--- config.mk ---
export PLATFORM = sky130hd
export DESIGN_NAME = uart_tx
export DESIGN_NICKNAME = d
export VERILOG_FILES = /design/src/rtl/uart_pkg.sv /design/src/rtl/uart_bit_timer.sv /design/src/rtl/uart_tx.sv
export SDC_FILE = /design/constraint.sdc
export NUM_CORES = 1
export LEC_CHECK = 0
export CORE_MARGIN = 5
export CORE_UTILIZATION = 55
export DETAILED_ROUTE_END_ITERATION = 12
export GPL_TIMING_DRIVEN = 0
export PLACE_DENSITY_LB_ADDON = 0.05
export SKIP_LAST_GASP = 1
export SYNTH_ARGS = -nofsm -noshare
export SYNTH_HDL_FRONTEND = slang
export SYNTH_SLANG_ARGS = --single-unit
--- constraint.sdc ---
create_clock -name CLK -period 2.39 [get_ports CLK]
set_input_delay 0.478 -clock CLK [delete_from_list [all_inputs] [get_ports CLK]]
set_output_delay 0.478 -clock CLK [all_outputs]
set_load 0.01 [all_outputs]
--- src/rtl/uart_pkg.sv ---
// uart_pkg: shared UART constants and the transmitter state encoding
// LP_OVERSAMPLE : x16_BAUD ticks per bit, shared with the receiver
// PAR_*         : values accepted by the P_PARITY parameter
package uart_pkg;
    localparam int LP_OVERSAMPLE = 16;
    localparam int PAR_NONE = 0;
    localparam int PAR_EVEN = 1;
    localparam int PAR_ODD  = 2;
    typedef enum logic [2:0] {
        ST_IDLE,
        ST_START,
        ST_DATA,
        ST_PARITY,
        ST_STOP
    } uart_tx_state_t;
endpackage

--- src/rtl/uart_bit_timer.sv ---
// uart_bit_timer: counts x16_BAUD ticks and strobes on the last tick of each bit
// CLK, reset : system clock, asynchronous active-low reset
// x16_BAUD   : oversampling enable, the counter only moves on it
// clr        : synchronous clear, holds the count at zero
// stb        : high on the tick that completes the current bit
module uart_bit_timer
    import uart_pkg::*;
(
    input  logic CLK,
    input  logic reset,
    input  logic x16_BAUD,
    input  logic clr,
    output logic stb
);
    logic [3:0] tick_cnt;
    always_ff @(posedge CLK or negedge reset)
        if (!reset)
            tick_cnt <= '0;
        else if (clr)
            tick_cnt <= '0;
        else if (x16_BAUD)
            tick_cnt <= tick_cnt + 4'd1;
    assign stb = x16_BAUD && tick_cnt == 4'(LP_OVERSAMPLE - 1);
endmodule

--- src/rtl/uart_tx.sv ---
// uart_tx: byte-wide UART transmitter with a one-entry holding register
// CLK, reset          : system clock, asynchronous active-low reset
// x16_BAUD            : oversampling enable, 16 per bit period
// Di, Di_valid        : byte to send and its valid strobe
// Di_ready            : holding register empty
// serial_out          : TX line, idle high, driven straight from a flop
// busy, done          : frame in progress, one-cycle end-of-frame pulse
module uart_tx
    import uart_pkg::*;
#(
    parameter int P_PARITY    = PAR_NONE,
    parameter int P_STOP_BITS = 1
)
(
    input  logic       CLK,
    input  logic       reset,
    input  logic       x16_BAUD,
    input  logic [7:0] Di,
    input  logic       Di_valid,
    output logic       Di_ready,
    output logic       serial_out,
    output logic       busy,
    output logic       done
);
    if (P_PARITY != PAR_NONE && P_PARITY != PAR_EVEN && P_PARITY != PAR_ODD) begin : g_bad_parity
        $error("uart_tx: illegal P_PARITY %0d", P_PARITY);
    end
    if (P_STOP_BITS < 1 || P_STOP_BITS > 2) begin : g_bad_stop
        $error("uart_tx: illegal P_STOP_BITS %0d", P_STOP_BITS);
    end
    localparam logic LP_LAST_STOP = 1'(P_STOP_BITS - 1);
    uart_tx_state_t state, state_n;
    logic [7:0] shift, shift_n, hold;
    logic [2:0] bit_cnt, bit_cnt_n;
    logic       stop_cnt, stop_cnt_n;
    logic       hold_full, par, load, fin, stb, accept, tx_n;
    uart_bit_timer u_timer (
        .CLK      (CLK),
        .reset    (reset),
        .x16_BAUD (x16_BAUD),
        .clr      (state == ST_IDLE),
        .stb      (stb)
    );
    assign Di_ready = !hold_full;
    assign busy     = state != ST_IDLE;
    assign accept   = Di_valid && !hold_full;
    always_comb begin
        state_n    = state;
        shift_n    = shift;
        bit_cnt_n  = bit_cnt;
        stop_cnt_n = stop_cnt;
        load       = 1'b0;
        fin        = 1'b0;
        unique case (state)
            ST_IDLE:
                if (x16_BAUD && hold_full) begin
                    load    = 1'b1;
                    shift_n = hold;
                    state_n = ST_START;
                end
            ST_START:
                if (stb) begin
                    state_n   = ST_DATA;
                    bit_cnt_n = '0;
                end
            ST_DATA:
                if (stb) begin
                    shift_n   = shift >> 1;
                    bit_cnt_n = bit_cnt + 3'd1;
                    if (bit_cnt == 3'd7) begin
                        state_n    = (P_PARITY != PAR_NONE) ? ST_PARITY : ST_STOP;
                        stop_cnt_n = 1'b0;
                    end
                end
            ST_PARITY:
                if (stb) begin
                    state_n    = ST_STOP;
                    stop_cnt_n = 1'b0;
                end
            ST_STOP:
                if (stb) begin
                    if (stop_cnt == LP_LAST_STOP) begin
                        fin     = 1'b1;
                        load    = hold_full;
                        shift_n = hold_full ? hold : shift;
                        state_n = hold_full ? ST_START : ST_IDLE;
                    end else
                        stop_cnt_n = 1'b1;
                end
            default:
                state_n = ST_IDLE;
        endcase
        // Line value for the state being entered, so serial_out stays a plain flop
        tx_n = state_n == ST_START  ? 1'b0 :
               state_n == ST_DATA   ? shift_n[0] :
               state_n == ST_PARITY ? par : 1'b1;
    end
    always_ff @(posedge CLK or negedge reset)
        if (!reset) begin
            state      <= ST_IDLE;
            shift      <= '0;
            hold       <= '0;
            bit_cnt    <= '0;
            stop_cnt   <= 1'b0;
            hold_full  <= 1'b0;
            par        <= 1'b0;
            serial_out <= 1'b1;
            done       <= 1'b0;
        end else begin
            state      <= state_n;
            shift      <= shift_n;
            bit_cnt    <= bit_cnt_n;
            stop_cnt   <= stop_cnt_n;
            hold_full  <= accept || (hold_full && !load);
            serial_out <= tx_n;
            done       <= fin;
            if (accept)
                hold <= Di;
            // Parity is fixed at load time because the shifter is consumed in DATA
            if (load)
                par <= ^hold ^ (P_PARITY == PAR_ODD);
        end
endmodule
==> results.md <==
- Outcome: finished, final reports clean
- Final instance area: about 1700 µm²
- Core area: roughly 2700 µm²
- Critical path peak fanout: 10
- Worst setup skew after layout: about 0.009 ns
- Final setup margin: between 0.1 and 0.15 ns
- Setup Buffers After CTS: 0
- Crit share post-route: between 90 and 100%
- Max Buffers Root-to-Sink: 2
- Post-synthesis cell count: 129
- Reg2reg path depth: 6
- Crit start category: register
- CTS tree: built
- Largest net degree at the start of global routing: 31
- Setup Crit Path Kind: reg -> out
- IO Port Bufs: 14
- Vias in the first global route: approximately 1100
- Dpl cell area: ~1700 µm²
- Critical path cell sequence: clkbuf_2 > nor3_4 > inv_1 > clkdlybuf4s50_1
- Sequential fraction of the synthesis area: ~49%
- Worst reg-to-reg setup slack: roughly 0.4 ns
- Tot Pwr: between 1.5 and 2 mW
- Reg2Reg Launch Point: u_timer.tick_cnt[0]
- RSZ-0062 raised after global routing: no
- Total number of yosys warnings: 0
- CTS root buffer: clkbuf_4
- Worst-margin pin slew: between 0.6 and 0.7 ns
- Vias: about 1100
- Antenna-violating nets left: 0
- Synth-to-layout area growth: 14.8%
- Slowest stage delay, CP: 0.48 ns
- Clock Pin Slew Worst Setup and Hold Paths: about 0.09 ns
- Mapped Avg Cell Area: around 12 µm²
- Remaining global-route overflow: 0
- Dpl ws: 0.0524 ns
- Initial antenna violation count: 0
- Num CTS Buffers: 5
- Die W: between 60 and 70 µm
- Achievable Freq: 439 MHz
- Count of final hold-check violations: 0
- Fill count: ~220
- FF-to-FF End: shift[5]
- Skew-Pair Late Insertion Delay: about 0.32 ns
- Num ports: 16
- DP HPWL: ~2 mm
- Avg Vias per Cell: about 6
- Synthesized Nets: between 100 and 150
- Total track usage: between 10% and 20%
- Fin util: 64.4%
- Max VDD drop: roughly 710 µV
- Worst path required time: 1.91 ns
- Mapped Area: about 1500 µm²
- Initial Utilization: around 56%
- Number of synthesized register bits: 30
- Netlist cell types: 40
- Most common cell after layout, fill and taps aside: dfrtp_1
- Final setup fails: 0
- Worst path arrival time: between 1.5 and 2 ns
- Routed len/inst: 15.5 µm
- Cell row count: 19
- Nets: 163
- Max-slew violation count: 0
- First-pass GRT wire length: 4.97 mm
- Full die area: between 3000 and 4000 µm²
- Pre-Repair DR Iteration Count: 4
- Clock sinks: 30
- DIE HEIGHT: around 63 µm
- Tmin final: between 2 and 2.5 ns
- Worst setup EP type: output pin
- Power per Cell Area: 1070 nW/µm²
- H-tree levels: 2
- RePlAce Congestion: 0.766
- Drt first-iter violations: 96
- Ant diodes: 0
- Pleak: about 0.76 nW
- # DRC: 0
- Post-Route WL: between 2 and 3 mm
- Crit-path slowest cell: clkdlybuf4s50_1
- Post-Route Setup TNS: 0 ns
- Hold Crit Class: in -> async
- Most frequent cells in the layout: 28 x dfrtp_1, 13 x clkdlybuf4s50_1, 9 x mux2_2
- Slew margin rel.: between 50 and 60%
- Max Cap Violations: 0
- Layout cells sized above 1: 20.3%
-- cells in the mapped netlist --
master    count  share of area, %
xnor2_1       8               4.6
dfstp_2       1               1.7
inv_1         8               2.0
nor2b_1       1              0.41
mux2_2        9               6.7
xor2_1        2               1.2
nor4_2        1              0.82
mux2i_2       1              0.91
a211o_1       1              0.58
and3_4        1              0.74
o21a_1        1              0.49
a311oi_1      1              0.58
a22o_1        6               3.5
buf_2         1              0.33
nor2_1        8               2.0
nand3b_1      1              0.49
nand4_1       1              0.41
ha_1          3               2.5
dfrtp_1      29                48
nand3_1       1              0.33
or3_1         1              0.41
a211oi_4      1               1.3
nand4b_1      1              0.58
nor4_1        1              0.41
o32ai_1       1              0.58
and4_4        1              0.74
a31oi_1       1              0.41
and4b_1       1              0.66
a21oi_1       4               1.3
clkbuf_1      4              0.99
a222oi_1      6               4.0
nand4_4       1               1.4
mux2i_1       1              0.66
o21bai_1      1              0.49
nor3b_1       1              0.49
nand2_1       8               2.0
nor4b_4       1               1.6
buf_6         3               2.2
o21ai_0       4               1.3
nor3_1        2              0.66
-- logic make-up (layout without fill, tap and decap cells) --
group,after synthesis,count (layout),share of synthesized area (%)
AND/OR/NAND/NOR,32,32,14.1
flip-flops,30,30,49.5
AO/OA/AOI/OAI,27,27,14.5
buffers and inverters,16,35,5.51
multiplexers,11,11,8.23
XOR/XNOR,10,10,5.76
adder cells (fa/ha/maj),3,3,2.47
-- stage by stage --
step / hold WS, ns / cells
6_report: 0.160 / 179
5_1_grt: 0.217 / 179
4_1_cts: 0.450 / 179
3_5_place_dp: 0.486 / 174
3_3_place_gp: 0.473 / 174
2_1_floorplan: 0.182 / 129
-- worst max path at each step --
| stage | from | slack [ns] | to |
|---|---|---|---|
| detailed placement | state[2] | 0.05 | busy |
| CTS | state[1] | 0.008 | busy |
| finish | state[1] | 0.11 | busy |
| floorplan | u_timer.tick_cnt[0] | 0.61 | shift[1] |
| global placement | state[2] | 0.09 | busy |
| global route | state[1] | 0.01 | busy |
-- where the power goes --
part	switching [mW]	internal, mW
Sequential	0.194	0.705
Combinational	0.298	0.391
Clock	0.165	0.111
-- worst max-delay path: cells and delay by family (launching register included) --
| family | cells | cell delay (ns) |
|---|---|---|
| buffers and inverters | 3 | 0.78 |
| DFF | 1 | 0.46 |
| and+or+nand+nor | 1 | 0.24 |
-- state kept, by name, summed over array words and instances (netlist names) --
signal            flops
bit_cnt               3
done                  1
hold                  8
hold_full             1
par                   1
serial_out            1
shift                 8
state                 3
u_timer.tick_cnt      4
-- metal layers --
metal	vias to the layer above	GRT usage, %	share of wire (%)
li1	506	-	-
met1	524	18.4	44
met4	0	8.22	0.83
met2	22	26.2	51
met5	-	0	0
met3	4	3.78	4.2
-- what timing repair did --
action                                  CTS  global route
endpoints found under the setup margin    1             1
pin swaps                                 1             1
resized for setup                         2             3
hold buffers                              0             0
-- cell type report --
cell class / instances / area [µm²] / share of cell area (%)
multi-input combinational: 83 / 696 / 39.9
clock buffer: 7 / 45.0 / 2.58
inverter: 8 / 30.0 / 1.72
tap: 31 / 38.8 / 2.22
timing repair buffer: 14 / 135 / 7.74
sequential: 30 / 753 / 43.2
buffer: 6 / 47.5 / 2.72
No activity file was read; power rests on OpenSTA's default activity.
